--- config.mk ---
export PLATFORM = sky130hd
export DESIGN_NAME = decod_acelp_flat
export DESIGN_NICKNAME = d
export VERILOG_FILES = /design/src/rtl/decod_acelp_pkg.sv /design/src/rtl/decod_acelp_if.sv /design/src/rtl/decod_acelp_pos.sv /design/src/rtl/decod_acelp.sv /design/src/flat_wrapper.sv
export SDC_FILE = /design/constraint.sdc
export NUM_CORES = 1
export LEC_CHECK = 0
export CAP_MARGIN = 20
export CORE_MARGIN = 2
export CORE_UTILIZATION = 46
export DETAILED_ROUTE_END_ITERATION = 8
export GPL_TIMING_DRIVEN = 0
export HOLD_SLACK_MARGIN = 0.08
export PLACE_DENSITY = 0.92
export RECOVER_POWER = 100
export SLEW_MARGIN = 40
export SYNTH_ARGS = -nofsm -noshare
export SYNTH_HDL_FRONTEND = slang
export SYNTH_SLANG_ARGS = --single-unit
--- constraint.sdc ---
create_clock -name clk -period 7.5 [get_ports clk]
set_input_delay 1.125 -clock clk [delete_from_list [all_inputs] [get_ports clk]]
set_output_delay 1.125 -clock clk [all_outputs]
set_load 0.02 [all_outputs]
--- src/rtl/decod_acelp_pkg.sv ---
`default_nettype none
// +----------------------------------------------------------------------------+
// | Module      : decod_acelp_pkg                                              |
// | Description : Shared constants, FSM state encoding and Q15 saturating math |
// |               helpers for the ACELP algebraic code vector decoder.         |
// | Revision    : 1.0 - initial release                                        |
// +----------------------------------------------------------------------------+
package decod_acelp_pkg;

    localparam int L_SUBFR  = 40;   // subframe length in samples
    localparam int NB_PULSE = 4;    // pulses per subframe

    localparam logic signed [15:0] AMP_POS = 16'sd8191;
    localparam logic signed [15:0] AMP_NEG = -16'sd8192;

    localparam logic signed [15:0] MAX_16 = 16'sh7FFF;
    localparam logic signed [15:0] MIN_16 = 16'sh8000;

    typedef enum logic [2:0] {
        S_IDLE     = 3'd0,
        S_FILL     = 3'd1,
        S_SHARP_RD = 3'd2,
        S_SHARP_WR = 3'd3,
        S_DONE     = 3'd4
    } state_t;

    // Q15 multiply: (a*b)>>15. The only product that overflows 16 bits is
    // -32768 * -32768, which clamps to +32767.
    function automatic logic signed [15:0] mult16(input logic signed [15:0] a,
                                                  input logic signed [15:0] b);
        logic signed [31:0] prod;
        prod = a * b;
        if (prod == 32'sh4000_0000) begin
            return MAX_16;
        end
        return prod[30:15];
    endfunction

    // 16-bit saturating add.
    function automatic logic signed [15:0] add16(input logic signed [15:0] a,
                                                 input logic signed [15:0] b);
        logic [16:0] sum;
        sum = {a[15], a} + {b[15], b};
        if (sum[16] != sum[15]) begin
            return sum[16] ? MIN_16 : MAX_16;
        end
        return sum[15:0];
    endfunction

endpackage
`default_nettype wire

--- src/rtl/decod_acelp_if.sv ---
`default_nettype none
// +----------------------------------------------------------------------------+
// | Module      : decod_acelp_if                                               |
// | Description : Request / scratch-memory bus of the ACELP code vector        |
// |               decoder. slave = decoder side, master = subframe controller  |
// |               and scratch memory side.                                     |
// | Revision    : 1.0 - initial release                                        |
// |                                                                            |
// | Signals: start (1-cycle request pulse), sign[3:0], index[12:0], t0[7:0],   |
// |          sharp[15:0], memIn[31:0] (read data, 1 cycle after address),      |
// |          memReadAddr[11:0], memWriteAddr[11:0], memOut[31:0], memWriteEn,  |
// |          done (1-cycle completion pulse).                                  |
// +----------------------------------------------------------------------------+
interface decod_acelp_if;
    import decod_acelp_pkg::*;

    logic                start;
    logic [NB_PULSE-1:0] sign;
    logic [12:0]         index;
    logic [7:0]          t0;
    logic [15:0]         sharp;
    logic [31:0]         memIn;
    logic [11:0]         memReadAddr;
    logic [11:0]         memWriteAddr;
    logic [31:0]         memOut;
    logic                memWriteEn;
    logic                done;

    modport slave (
        input  start, sign, index, t0, sharp, memIn,
        output memReadAddr, memWriteAddr, memOut, memWriteEn, done
    );

    modport master (
        output start, sign, index, t0, sharp, memIn,
        input  memReadAddr, memWriteAddr, memOut, memWriteEn, done
    );

endinterface
`default_nettype wire

--- src/rtl/decod_acelp_pos.sv ---
`default_nettype none
// +----------------------------------------------------------------------------+
// | Module      : decod_acelp_pos                                              |
// | Description : Combinational expansion of the 13-bit pulse index and 4-bit  |
// |               sign word into four pulse positions and amplitudes.          |
// |               Tracks: pos0=5*p0, pos1=5*p1+1, pos2=5*p2+2, pos3=5*p3+3+j.  |
// | Revision    : 1.0 - initial release                                        |
// |                                                                            |
// | Ports: i_sign[3:0]  pulse signs (1 -> +8191, 0 -> -8192)                   |
// |        i_index[12:0] packed positions {p3, j, p2, p1, p0}                  |
// |        o_pos[k]     6-bit sample position of pulse k                       |
// |        o_amp[k]     16-bit signed amplitude of pulse k                     |
// +----------------------------------------------------------------------------+
module decod_acelp_pos
    import decod_acelp_pkg::*;
(
    input  logic [NB_PULSE-1:0]            i_sign,
    input  logic [12:0]                    i_index,
    output logic [NB_PULSE-1:0][5:0]       o_pos,
    output logic [NB_PULSE-1:0][15:0]      o_amp
);

    logic [2:0] w_p0;
    logic [2:0] w_p1;
    logic [2:0] w_p2;
    logic [2:0] w_p3;
    logic       w_j;

    assign w_p0 = i_index[2:0];
    assign w_p1 = i_index[5:3];
    assign w_p2 = i_index[8:6];
    assign w_j  = i_index[9];
    assign w_p3 = i_index[12:10];

    // 5*p computed as 4*p + p.
    assign o_pos[0] = {1'b0, w_p0, 2'b00} + {3'b000, w_p0};
    assign o_pos[1] = {1'b0, w_p1, 2'b00} + {3'b000, w_p1} + 6'd1;
    assign o_pos[2] = {1'b0, w_p2, 2'b00} + {3'b000, w_p2} + 6'd2;
    assign o_pos[3] = {1'b0, w_p3, 2'b00} + {3'b000, w_p3} + 6'd3 + {5'b00000, w_j};

    for (genvar k = 0; k < NB_PULSE; k++) begin : g_amp
        assign o_amp[k] = i_sign[k] ? AMP_POS : AMP_NEG;
    end

endmodule
`default_nettype wire

--- src/rtl/decod_acelp.sv ---
`default_nettype none
// +----------------------------------------------------------------------------+
// | Module      : decod_acelp                                                  |
// | Description : ACELP decoder algebraic code vector builder. Writes the      |
// |               40-sample code vector (4 signed pulses) into scratch memory  |
// |               starting at CODE_BASE, then optionally applies in-place      |
// |               pitch sharpening code[i] += sharp*code[i-t0] for t0<=i<40.   |
// | Revision    : 1.0 - initial release                                        |
// |                                                                            |
// | Config macro: DECOD_ACELP_SHARP_EN - include the pitch sharpening phase.   |
// |               Without it t0/sharp/memIn are ignored, memReadAddr stays 0.  |
// |                                                                            |
// | Ports: clk, reset (sync, active-high)                                      |
// |        bus (decod_acelp_if.slave): start/sign/index/t0/sharp request,      |
// |        memIn read data, memReadAddr/memWriteAddr/memOut/memWriteEn         |
// |        scratch port, done completion pulse.                                |
// +----------------------------------------------------------------------------+
module decod_acelp
    import decod_acelp_pkg::*;
#(
    parameter logic [11:0] CODE_BASE = 12'h400
) (
    input  logic         clk,
    input  logic         reset,
    decod_acelp_if.slave bus
);

    localparam logic [5:0] FILL_END = 6'(L_SUBFR);

    state_t                     r_state;
    logic [NB_PULSE-1:0]        r_sign;
    logic [12:0]                r_index;
    logic [5:0]                 r_n;          // next fill sample index
    logic [11:0]                r_memWriteAddr;
    logic [31:0]                r_memOut;
    logic                       r_memWriteEn;
    logic                       r_done;

    logic [NB_PULSE-1:0]        w_selSign;
    logic [12:0]                w_selIndex;
    logic [NB_PULSE-1:0][5:0]   w_pos;
    logic [NB_PULSE-1:0][15:0]  w_amp;
    logic [5:0]                 w_idx;
    logic [15:0]                w_cAmp;

`ifdef DECOD_ACELP_SHARP_EN
    localparam logic [5:0] SHARP_END = 6'(L_SUBFR - 1);

    logic [7:0]                 r_t0;
    logic [15:0]                r_sharp;
    logic [5:0]                 r_i;          // sample being sharpened
    logic [11:0]                r_memReadAddr;
    logic [5:0]                 w_rdOffset;
    logic [15:0]                w_sharpVal;
    logic                       w_unusedBits;
`else
    logic                       w_unusedBits;
`endif

    // The first sample is written on the same edge that accepts start, so
    // positions are decoded straight from the request while idle and from the
    // latched copy afterwards.
    assign w_selSign  = (r_state == S_IDLE) ? bus.sign  : r_sign;
    assign w_selIndex = (r_state == S_IDLE) ? bus.index : r_index;

    decod_acelp_pos u_pos (
        .i_sign  (w_selSign),
        .i_index (w_selIndex),
        .o_pos   (w_pos),
        .o_amp   (w_amp)
    );

`ifdef DECOD_ACELP_SHARP_EN
    always_comb begin
        w_idx = 6'd0;
        if (r_state == S_FILL) begin
            w_idx = r_n;
        end else if (r_state != S_IDLE) begin
            w_idx = r_i;
        end
    end
`else
    assign w_idx = (r_state == S_IDLE) ? 6'd0 : r_n;
`endif

    // Pulse amplitude at sample w_idx; tracks never collide so at most one hit.
    always_comb begin
        w_cAmp = 16'd0;
        for (int k = 0; k < NB_PULSE; k++) begin
            if (w_pos[k] == w_idx) begin
                w_cAmp = w_amp[k];
            end
        end
    end

`ifdef DECOD_ACELP_SHARP_EN
    assign w_rdOffset   = r_i + 6'd1 - r_t0[5:0];
    assign w_sharpVal   = add16(w_cAmp, mult16(bus.memIn[15:0], r_sharp));
    assign w_unusedBits = ^bus.memIn[31:16];

    // Read data only arrives in the write cycle, so the sharpened sample is
    // formed combinationally from memIn rather than registered.
    assign bus.memOut      = (r_state == S_SHARP_WR) ? {{16{w_sharpVal[15]}}, w_sharpVal}
                                                     : r_memOut;
    assign bus.memReadAddr = r_memReadAddr;
`else
    assign w_unusedBits    = ^{bus.memIn, bus.t0, bus.sharp};
    assign bus.memOut      = r_memOut;
    assign bus.memReadAddr = 12'd0;
`endif

    assign bus.memWriteAddr = r_memWriteAddr;
    assign bus.memWriteEn   = r_memWriteEn;
    assign bus.done         = r_done;

    always_ff @(posedge clk) begin
        if (reset) begin
            r_state        <= S_IDLE;
            r_sign         <= '0;
            r_index        <= '0;
            r_n            <= '0;
            r_memWriteAddr <= '0;
            r_memOut       <= '0;
            r_memWriteEn   <= 1'b0;
            r_done         <= 1'b0;
`ifdef DECOD_ACELP_SHARP_EN
            r_t0           <= '0;
            r_sharp        <= '0;
            r_i            <= '0;
            r_memReadAddr  <= '0;
`endif
        end else begin
            case (r_state)
                S_IDLE: begin
                    r_memWriteEn <= 1'b0;
                    r_done       <= 1'b0;
                    if (bus.start) begin
                        r_sign         <= bus.sign;
                        r_index        <= bus.index;
`ifdef DECOD_ACELP_SHARP_EN
                        r_t0           <= bus.t0;
                        r_sharp        <= bus.sharp;
`endif
                        r_memWriteEn   <= 1'b1;
                        r_memWriteAddr <= CODE_BASE;
                        r_memOut       <= {{16{w_cAmp[15]}}, w_cAmp};
                        r_n            <= 6'd1;
                        r_state        <= S_FILL;
                    end
                end

                S_FILL: begin
                    if (r_n == FILL_END) begin
                        r_memWriteEn <= 1'b0;
                        r_n          <= 6'd0;
`ifdef DECOD_ACELP_SHARP_EN
                        if (r_t0 < 8'(L_SUBFR)) begin
                            r_i           <= r_t0[5:0];
                            r_memReadAddr <= CODE_BASE;
                            r_state       <= S_SHARP_RD;
                        end else begin
                            r_done  <= 1'b1;
                            r_state <= S_DONE;
                        end
`else
                        r_done  <= 1'b1;
                        r_state <= S_DONE;
`endif
                    end else begin
                        r_memWriteEn   <= 1'b1;
                        r_memWriteAddr <= CODE_BASE + {6'd0, r_n};
                        r_memOut       <= {{16{w_cAmp[15]}}, w_cAmp};
                        r_n            <= r_n + 6'd1;
                    end
                end

`ifdef DECOD_ACELP_SHARP_EN
                S_SHARP_RD: begin
                    r_memWriteEn   <= 1'b1;
                    r_memWriteAddr <= CODE_BASE + {6'd0, r_i};
                    r_memReadAddr  <= 12'd0;
                    r_state        <= S_SHARP_WR;
                end

                S_SHARP_WR: begin
                    r_memWriteEn <= 1'b0;
                    if (r_i == SHARP_END) begin
                        r_done  <= 1'b1;
                        r_state <= S_DONE;
                    end else begin
                        r_i           <= r_i + 6'd1;
                        r_memReadAddr <= CODE_BASE + {6'd0, w_rdOffset};
                        r_state       <= S_SHARP_RD;
                    end
                end
`endif

                S_DONE: begin
                    r_done       <= 1'b0;
                    r_memWriteEn <= 1'b0;
                    r_state      <= S_IDLE;
                end

                default: begin
                    r_done       <= 1'b0;
                    r_memWriteEn <= 1'b0;
                    r_state      <= S_IDLE;
                end
            endcase
        end
    end

endmodule
`default_nettype wire

--- src/flat_wrapper.sv ---
// flat-port wrapper written by rule: the top's interface ports become plain ports
module decod_acelp_flat import decod_acelp_pkg::*;
#(
    parameter logic [11:0] CODE_BASE = 12'h400
)
  (clk, reset, bus_start, bus_sign, bus_index, bus_t0, bus_sharp, bus_memIn, bus_memReadAddr, bus_memWriteAddr, bus_memOut, bus_memWriteEn, bus_done);
  decod_acelp_if bus_i ();
  input  logic clk;
  input  logic reset;
  input wire logic [$bits(bus_i.start)-1:0] bus_start;
  input wire logic [$bits(bus_i.sign)-1:0] bus_sign;
  input wire logic [$bits(bus_i.index)-1:0] bus_index;
  input wire logic [$bits(bus_i.t0)-1:0] bus_t0;
  input wire logic [$bits(bus_i.sharp)-1:0] bus_sharp;
  input wire logic [$bits(bus_i.memIn)-1:0] bus_memIn;
  output wire logic [$bits(bus_i.memReadAddr)-1:0] bus_memReadAddr;
  output wire logic [$bits(bus_i.memWriteAddr)-1:0] bus_memWriteAddr;
  output wire logic [$bits(bus_i.memOut)-1:0] bus_memOut;
  output wire logic [$bits(bus_i.memWriteEn)-1:0] bus_memWriteEn;
  output wire logic [$bits(bus_i.done)-1:0] bus_done;
  assign bus_i.start = bus_start;
  assign bus_i.sign = bus_sign;
  assign bus_i.index = bus_index;
  assign bus_i.t0 = bus_t0;
  assign bus_i.sharp = bus_sharp;
  assign bus_i.memIn = bus_memIn;
  assign bus_memReadAddr = bus_i.memReadAddr;
  assign bus_memWriteAddr = bus_i.memWriteAddr;
  assign bus_memOut = bus_i.memOut;
  assign bus_memWriteEn = bus_i.memWriteEn;
  assign bus_done = bus_i.done;
  decod_acelp #(.CODE_BASE(CODE_BASE)) u_core (.clk(clk), .reset(reset), .bus(bus_i));
endmodule
==> results.json, run 1 <==
{
  "die_h_um": 85.2,
  "yosys.area.top_type": "dfxtp_1",
  "dieArea_sq_mm": 0.00725,
  "initial_core_util_pct": 47.7,
  "utilization_pct": 61.0,
  "min_period_ns": 4.24,
  "grt_pass1_vias": 2983,
  "power_frac_seq_pct": 36.1,
  "track_usage_pct": 23.9,
  "drt_first_pass_iters": 5,
  "vias_per_cell": 5.54,
  "place.gp.congestion": 0.940,
  "clk_pin_slew_ns": 0.08,
  "max_stage_delay_ns": 0.54,
  "cts_tree": "done",
  "cts_hold_buf": 0,
  "ys_ff_latch": 36,
  "nets": 568,
  "diodes": 0,
  "syn-instance-count": 397,
  "tns_ns": 0,
  "io_pins": 134,
  "holdCritStartpoint": "u_core.r_index[11]$_SDFFE_PP0P_",
  "synth_edf_count": 0,
  "setup_viol": 0,
  "cp-startpoint": "u_core.r_state[2]$_SDFFE_PP0P_",
  "numCtsBuffers": 5,
  "combPwrFrac_pct": 39.0,
  "slowest_stage": "a2111oi_0",
  "num_vias": 3089,
  "yosysTopAreaCellShare_pct": 23.8,
  "rows": 29,
  "drtIter0Drc": 322,
  "drt_wl_total_um": 8560,
  "max_cap_viol_count": 0,
  "peakVddDrop_v": 0.0000996,
  "drc": 0,
  "r2r-start": "u_core.r_state[2]$_SDFFE_PP0P_",
  "synth.most_common_cell": "nand2_1",
  "path_class": "flip-flop to flip-flop",
  "yosys_warnings": 0,
  "clockPowerShare_pct": 24.8,
  "grt_max_degree": 21,
  "startpoint_type": "flip-flop",
  "synthTopCellsByCount": "80 x nand2_1, 49 x buf_4, 36 x dfxtp_1, 26 x a21oi_1, 23 x nor2_1",
  "final_antenna_net_count": 0,
  "swShare_pct": 35.8,
  "port_buffers": 60,
  "drv_slew": 0,
  "ys_seq_area_share_pct": 23.8,
  "slew_headroom_pct": 33.2,
  "core_sq_mm": 0.00635,
  "routedWlPerCell_um": 15.3,
  "post-dp-hpwl_um": 6340,
  "fmax_mhz": 236,
  "p_int_uw": 376,
  "worstPathCellList": "nor2_1 -> buf_2 -> clkbuf_1 -> nand2_1 -> nand2_1 -> ha_1 -> ha_1 -> xnor2_1 -> nand4_1 -> a2111oi_0 -> o22ai_1 -> a211oi_1 -> a311oi_1 -> o41ai_1",
  "cp.arrival_ns": 4.43,
  "synth.area.top_cells": "dfxtp_1 24%, buf_4 12%, nand2_1 9.9%, ha_1 4.5%, a21oi_1 4.3%",
  "period_share_pct": 56.6,
  "cts_resized": 0,
  "hold_path_class": "flip-flop to flip-flop",
  "clock-root-buffer": "clkbuf_8",
  "clk_path_buf_depth": 2,
  "grt-ovfl-total": 0,
  "avgSynthCellArea_sq_um": 7.63,
  "antenna_found_initial": 0,
  "crit_required_ns": 7.69,
  "syn_to_final_growth_pct": 27.9,
  "crit_fanout": 10,
  "yosysUniqueCellTypes": 69,
  "leakage_uw": 0.00177,
  "clock-sinks": 36,
  "synthFlopType": "dfxtp_1",
  "die_x_um": 85.2,
  "grt_pass1_wl_um": 14100,
  "power.switching_uw": 210,
  "drive_gt1_share_pct": 16.4,
  "skew_ns": 0.00825,
  "htreeDepth": 2,
  "rrSetupSlack_ns": 3.26,
  "tightest_slew_ns": 0.991,
  "status": "finished clean",
  "finalHoldViolations": 0,
  "cp-end-kind": "flip-flop",
  "clkLatencyLatePin_ns": 0.29,
  "synth.cell_area_sq_mm": 0.00303,
  "post_cts_buffers": 0,
  "grt_setup_unrepaired": "false",
  "p_per_area_mw_per_mm2": 151,
  "synthArstFlopShare_pct": 0
}
## cell type report
| class | instances | area [sq um] |
|---|---|---|
| fill | 526 | 2480 |
| multi-input combinational | 298 | 1850 |
| sequential | 36 | 721 |
| timing repair buffer | 60 | 601 |
| buffer | 67 | 462 |
| tap | 77 | 96.3 |
| clock buffer | 7 | 86.3 |
| inverter | 12 | 47.5 |
| clock inverter | 1 | 7.51 |
## flip-flops by register name (all words and copies together), names as in the netlist
signal,count
u_core.bus.done,1
u_core.bus.memOut,2
u_core.bus.memWriteAddr,7
u_core.bus.memWriteEn,1
u_core.r_index,13
u_core.r_n,6
u_core.r_sign,4
u_core.r_state,2
## per-stage QoR
stage	hold slack, ns	total power, uW	std cells	area, sq um	setup WS, ns
finish	0.458	585	558	3870	3.26
global placement	0.442	440	550	3790	3.56
global route	0.476	615	558	3870	2.91
detailed placement	0.449	446	550	3790	3.47
CTS	0.459	591	558	3880	3.48
floorplan	0.436	377	413	3090	4.25
## cells by family (layout without fill, tap and decap cells)
kind of cell | count (synthesis) | after routing | synth area share (%)
compound gates | 86 | 86 | 20.7
xor+xnor | 18 | 18 | 5.20
fa+ha+maj | 12 | 12 | 5.20
buf+inv | 79 | 147 | 16.8
flops | 36 | 36 | 23.8
mux | 9 | 9 | 3.10
other cells | 1 | 17 | 0.124
simple gates | 156 | 156 | 25.0
## power by group through the flow
| stage | Clock [uW] | Combinational [uW] | Sequential [uW] |
|---|---|---|---|
| 6_report | 145 | 229 | 212 |
| 5_1_grt | 155 | 247 | 213 |
| 4_1_cts | 148 | 232 | 211 |
| 3_5_place_dp | 0 | 230 | 216 |
| 3_3_place_gp | 0 | 225 | 215 |
| 2_1_floorplan | 0 | 162 | 215 |
## cells in the final DEF (no fill, tap or decap), types with 8 or more instances in the layout
cell | Yosys | layout
mux2i_1 | 8 | 8
buf_4 | 49 | 49
ha_1 | 11 | 11
o21ai_0 | 11 | 12
a21oi_1 | 26 | 26
dlygate4sd3_1 | 0 | 43
conb_1 | 1 | 17
nor2_1 | 23 | 24
inv_1 | 10 | 10
dfxtp_1 | 36 | 36
nand2b_1 | 8 | 8
clkdlybuf4s50_1 | 0 | 17
xnor2_1 | 12 | 12
clkbuf_1 | 11 | 13
nand2_1 | 80 | 80
## final timing paths
kind                                                           end  cells past startpoint
worst max register to register  u_core.bus.memOut[30]$_SDFFE_PP0P_                     14
worst max-delay path            u_core.bus.memOut[30]$_SDFFE_PP0P_                     14
worst min-delay path               u_core.r_index[11]$_SDFFE_PP0P_                      2
worst min register to register     u_core.r_index[11]$_SDFFE_PP0P_                      2
## per-layer routing
metal,global-route usage [%],up-vias,share of wire [%]
li1,-,1471,-
met1,30.1,1420,40
met2,39.4,163,48
met3,4.57,35,9.2
met4,11.0,0,3.6
met5,0,-,0
## worst max-delay path, delay by kind of cell, from the launching register on
kind | cells | cell delay [ns]
AO/OA/AOI/OAI | 5 | 1.42
buffers and inverters | 2 | 0.91
AND/OR/NAND/NOR | 4 | 0.84
adder cells (fa/ha/maj) | 2 | 0.45
flip-flops | 1 | 0.38
XOR/XNOR | 1 | 0.15
(Power assumes the default switching activity.)
==> run 2: changes to the inputs <==
CORE_UTILIZATION = 39   (was 46)
PLACE_DENSITY = 0.83   (was 0.92)
clock period = 3.8 ns   (was 7.5 ns; I/O delays follow)
==> run 2 against run 1 <==
Net effect: register-to-register slack got worse by 3.1 ns; clock skew fell by 0.0031 ns; combinational power is 100% higher; clock power is 100% higher; core utilization down 9.4 points; largest power group unchanged; cell area rose by 1.3%; flip-flop and latch count unchanged; critical path depth is 1 lower.
==> results.json, run 2 (synthesized netlist as in run 1, its figures left out) <==
{
  "grt_setup_unrepaired": "false",
  "drc": 0,
  "port_buffers": 60,
  "cp_common_cell": "clkbuf_4",
  "skew_ns": 0.00510,
  "initial_core_util_pct": 39.8,
  "final_common_cell": "nand2_1",
  "routedWlPerCell_um": 15.1,
  "die_h_um": 92.1,
  "grt_pass1_wl_um": 14200,
  "cts_tree": "done",
  "status": "finished clean",
  "drtIter0Drc": 267,
  "rows": 32,
  "antenna_found_initial": 0,
  "largest_register_ff_count": 13,
  "crit_required_ns": 4.02,
  "slew_headroom_pct": 29.6,
  "peakVddDrop_v": 0.000253,
  "clk_pin_slew_ns": 0.07,
  "path_class": "flip-flop to flip-flop",
  "hold_path_class": "flip-flop to flip-flop",
  "whs_endpoint": "u_core.r_index[11]$_SDFFE_PP0P_",
  "leakage_uw": 0.00177,
  "cp-end-kind": "flip-flop",
  "utilization_pct": 51.6,
  "p_per_area_mw_per_mm2": 298,
  "slowest_stage": "o41a_4",
  "crit_fanout": 10,
  "syn_to_final_growth_pct": 29.6,
  "nets": 568,
  "dieArea_sq_mm": 0.00849,
  "rr_worst_depth": 13,
  "clockPowerShare_pct": 25.0,
  "vias_per_cell": 5.31,
  "place.gp.congestion": 0.984,
  "hold_depth": 2,
  "fillCellCount": 698,
  "period_share_pct": 94.6,
  "startpoint_type": "flip-flop",
  "multiInputGateArea_sq_mm": 0.00187,
  "grt_pass1_vias": 2968,
  "rrSetupSlack_ns": 0.21,
  "clk_path_buf_depth": 2,
  "numCtsBuffers": 5,
  "cp.arrival_ns": 3.82,
  "worstPathCellList": "nor2_4 -> clkbuf_4 -> clkbuf_4 -> mux2i_2 -> inv_1 -> ha_1 -> nand2b_1 -> a221oi_2 -> a21oi_1 -> o41a_4 -> nor4_4 -> mux2i_1 -> o22ai_1",
  "io_pins": 134,
  "grt_max_degree": 21,
  "swShare_pct": 36.4,
  "diodes": 0,
  "max_cap_viol_count": 0,
  "clock-root-buffer": "clkbuf_8",
  "top_register": "u_core.r_index",
  "post-dp-hpwl_um": 6380,
  "power.switching_uw": 425,
  "power_frac_seq_pct": 35.7,
  "drt_first_pass_iters": 5,
  "grt-ovfl-total": 0,
  "post_cts_buffers": 0,
  "tightest_slew_ns": 1.04,
  "core_sq_mm": 0.00761,
  "final_cell_mix": "80 x nand2_1, 49 x buf_4, 42 x dlygate4sd3_1",
  "drt_wl_total_um": 8800,
  "drive_gt1_share_pct": 17.3,
  "drv_slew": 0,
  "clkLatencyLatePin_ns": 0.30,
  "fmax_mhz": 278,
  "htreeDepth": 2,
  "holdCritStartpoint": "u_core.r_index[11]$_SDFFE_PP0P_",
  "setup_viol": 0,
  "clock-sinks": 36,
  "min_period_ns": 3.59,
  "die_x_um": 92.1,
  "reg2reg_to": "u_core.bus.memOut[12]$_SDFFE_PP0P_",
  "finalHoldViolations": 0,
  "regArea_sq_um": 721,
  "num_vias": 3093,
  "final_antenna_net_count": 0,
  "track_usage_pct": 20.9,
  "max_stage_delay_ns": 0.46,
  "r2r-start": "u_core.r_state[2]$_SDFFE_PP0P_",
  "total_power_uw": 1170,
  "p_int_uw": 745,
  "combPwrFrac_pct": 39.3
}
-- run 2: worst max-delay path, delay by kind of cell, from the launching register on --
| family | cells | cell delay, ns |
|---|---|---|
| multiplexers | 2 | 0.40 |
| flip-flops | 1 | 0.40 |
| AND/OR/NAND/NOR | 3 | 0.68 |
| buffers and inverters | 3 | 0.65 |
| adder cells (fa/ha/maj) | 1 | 0.40 |
| AO/OA/AOI/OAI | 4 | 0.98 |
-- run 2: layout make-up --
type	count	share of cell area [%]
buffer	67	12.0
clock buffer	7	2.20
clock inverter	1	0.191
inverter	12	1.21
multi-input combinational	298	47.5
sequential	36	18.4
tap	102	3.25
timing repair buffer	60	15.3
-- run 2: stage by stage --
step / hold WS [ns] / setup TNS [ns] / instances / instance area [sq um] / setup WS (ns)
after floorplan: 0.436 / 0 / 413 / 3090 / 0.554
after global placement: 0.443 / -0.286 / 575 / 3820 / -0.144
after detailed placement: 0.446 / -0.423 / 575 / 3820 / -0.220
after CTS: 0.455 / 0 / 583 / 3920 / 0.106
after global routing: 0.480 / 0 / 583 / 3930 / 0.0149
final: 0.456 / 0 / 583 / 3930 / 0.206
-- run 2: power by group through the flow --
stage / sequential [uW] / clock (uW) / combinational (uW)
after detailed placement: 425 / 0 / 458
after floorplan: 425 / 0 / 319
final: 417 / 293 / 460
after global routing: 420 / 311 / 494
after global placement: 424 / 0 / 446
after CTS: 417 / 293 / 462
-- run 2: worst max-delay path by stage --
stage                                   start                                  to
6_report       u_core.r_state[2]$_SDFFE_PP0P_  u_core.bus.memOut[12]$_SDFFE_PP0P_
5_1_grt        u_core.r_state[2]$_SDFFE_PP0P_  u_core.bus.memOut[30]$_SDFFE_PP0P_
4_1_cts        u_core.r_state[2]$_SDFFE_PP0P_  u_core.bus.memOut[12]$_SDFFE_PP0P_
3_5_place_dp   u_core.r_state[2]$_SDFFE_PP0P_  u_core.bus.memOut[12]$_SDFFE_PP0P_
3_3_place_gp   u_core.r_state[2]$_SDFFE_PP0P_  u_core.bus.memOut[30]$_SDFFE_PP0P_
2_1_floorplan  u_core.r_state[2]$_SDFFE_PP0P_  u_core.bus.memOut[12]$_SDFFE_PP0P_
-- run 2: metal layers --
layer | track usage, % | part of all wire (%)
met1 | 25.8 | 42
met4 | 10.2 | 3.6
met3 | 4.27 | 7.6
met2 | 34.7 | 47
met5 | 0 | 0
-- run 2: repair_timing --
item | in CTS | in global routing
gates resized for setup | 2 | 6
endpoints found under the setup margin | 2 | 2
pin swaps | 0 | 0
hold buffers | 0 | 0
gates cloned | 0 | 0
==> run 3: changes to the inputs <==
MAX_ROUTING_LAYER = met4   (was not set)
==> run 3 against run 2 <==
Net effect: setup slack worse by 0.023 ns; clock power is 31% higher; non-clock buffer count is 1 higher; combinational power hardly changed; sequential power hardly changed; maximum frequency is 0.64% lower; first-iteration DRC count is 59% higher; register-to-register slack worse by 0.02 ns; count of clock-buffer cells in the layout stayed put; clock skew is 0.0067 ns higher; via count is 2.4% higher; die area stayed put; critical endpoint is now u_core.bus.memOut[30]$_SDFFE_PP0P_; highest routed layer unchanged.
==> results.json, run 3 (synthesized netlist as in run 1, its figures left out) <==
{
  "dpl_cell_area_sq_mm": 0.00382,
  "tns_ns": 0,
  "top_register": "u_core.r_index",
  "port_buffers": 60,
  "worstPathCellList": "or2_0 -> buf_6 -> buf_4 -> clkbuf_2 -> nand2_1 -> nand2_1 -> fa_1 -> nor3b_1 -> a31oi_1 -> o22ai_1 -> a21oi_1 -> a2111oi_4 -> a311oi_1 -> o41ai_1",
  "drive_gt1_share_pct": 17.4,
  "rows": 32,
  "track_usage_pct": 22.2,
  "utilization_pct": 52.1,
  "critPathTopFamily": "compound AO/OA/AOI/OAI gates",
  "grt-ovfl-total": 0,
  "min_period_ns": 3.62,
  "syn_to_final_growth_pct": 30.7,
  "setup_viol": 0,
  "numCtsBuffers": 5,
  "status": "finished clean",
  "regArea_sq_um": 721,
  "die_x_um": 92.1,
  "peakVddDrop_v": 0.000170,
  "cp.arrival_ns": 3.82,
  "place.gp.congestion": 0.985,
  "period_share_pct": 95.2,
  "clk_path_buf_depth": 2,
  "drc": 0,
  "slew_headroom_pct": 29.0,
  "routedWlPerCell_um": 15.6,
  "cp-end-kind": "flip-flop",
  "grt_setup_unrepaired": "false",
  "final_common_cell": "nand2_1",
  "skew_ns": 0.0118,
  "grt_pass1_wl_um": 14800,
  "antenna_found_initial": 0,
  "max_cap_viol_count": 0,
  "grt_pass1_vias": 3088,
  "vias_per_cell": 5.42,
  "initial_core_util_pct": 39.8,
  "startpoint_type": "flip-flop",
  "hold_path_class": "flip-flop to flip-flop",
  "final_cell_mix": "80 x nand2_1, 50 x buf_4, 42 x dlygate4sd3_1",
  "diodes": 0,
  "drt_first_pass_iters": 5,
  "io_pins": 134,
  "crit_fanout": 10,
  "htreeDepth": 2,
  "clock-sinks": 36,
  "crit_buf_inv": 3,
  "max_stage_delay_ns": 0.57,
  "dieArea_sq_mm": 0.00849,
  "crit_required_ns": 4.01,
  "cp_common_cell": "nand2_1",
  "cts_hold_buf": 0,
  "stdcell_area_sq_mm": 0.00396,
  "multiInputGateArea_sq_mm": 0.00186,
  "post-dp-hpwl_um": 6590,
  "core_sq_mm": 0.00761,
  "nets": 569,
  "finalHoldViolations": 0,
  "drt_wl_total_um": 9080,
  "fmax_mhz": 276,
  "p_per_area_mw_per_mm2": 319,
  "leakage_uw": 0.00179,
  "drv_slew": 0,
  "die_h_um": 92.1,
  "tightest_slew_ns": 1.05,
  "largest_register_ff_count": 13,
  "clk_pin_slew_ns": 0.08,
  "final_antenna_net_count": 0,
  "grt_max_degree": 21,
  "path_class": "flip-flop to flip-flop",
  "cts_tree": "done",
  "clock-root-buffer": "clkbuf_8",
  "fillCellCount": 725,
  "num_vias": 3167,
  "clkLatencyLatePin_ns": 0.30,
  "drtIter0Drc": 425,
  "slowest_stage": "fa_1"
}
run 3: cell type report:
type | count | area share [%]
Multi-Input combinational cell | 298 | 47.0
Sequential cell | 36 | 18.2
Timing Repair Buffer | 61 | 15.4
Buffer | 67 | 11.8
Tap cell | 102 | 3.22
Clock buffer | 7 | 2.43
Inverter | 12 | 1.20
Clock inverter | 1 | 0.758
run 3: path summary, 6_finish.rpt:
| path | startpoint | endpoint | slack [ns] | depth (start not counted) |
|---|---|---|---|---|
| setup / recovery | u_core.r_state[2]$_SDFFE_PP0P_ | u_core.bus.memOut[30]$_SDFFE_PP0P_ | 0.18 | 14 |
| hold / removal | u_core.bus.memWriteAddr[1]$_SDFFE_PP0P_ | u_core.bus.memWriteAddr[1]$_SDFFE_PP0P_ | 0.46 | 2 |
| setup reg to reg | u_core.r_state[2]$_SDFFE_PP0P_ | u_core.bus.memOut[30]$_SDFFE_PP0P_ | 0.18 | 14 |
| hold reg to reg | u_core.bus.memWriteAddr[1]$_SDFFE_PP0P_ | u_core.bus.memWriteAddr[1]$_SDFFE_PP0P_ | 0.46 | 2 |
run 3: stage by stage:
stage / power [uW] / std cells / setup WS, ns / hold slack (ns)
4_1_cts: 1270 / 583 / 0.0183 / 0.461
2_1_floorplan: 744 / 413 / 0.554 / 0.436
3_3_place_gp: 871 / 575 / -0.163 / 0.443
3_5_place_dp: 885 / 575 / -0.292 / 0.451
5_1_grt: 1310 / 584 / 0.0634 / 0.491
6_report: 1260 / 584 / 0.182 / 0.460
run 3: timing repair:
item | 4_1_cts | 5_1_grt
endpoints found under the hold margin | 0 | 0
buffers inserted | 0 | 1
pin swaps | 0 | 1
gates resized for setup | 2 | 5
setup endpoints to repair | 2 | 2
run 3: metal layers:
metal / track usage, % / up-vias / routed length (um)
li1: - / 1472 / -
met1: 27.0 / 1488 / 3780
met2: 36.4 / 182 / 4340
met3: 4.52 / 25 / 741
met4: 8.21 / 0 / 224
met5: - / - / 0
run 3: worst min-delay path, stage by stage (launching register included):
cell and delay [ns]:
dfxtp_1 0.32, nand2_1 0.05, a21oi_1 0.05
run 3: report_power, final:
group / total (uW) / leakage [uW] / switching [uW] / internal [uW]
combinational: 462 / 0.00144 / 259 / 203
clock: 384 / 0.0000645 / 152 / 232
sequential: 417 / 0.000294 / 22.6 / 395
total: 1260 / 0.00179 / 433 / 830
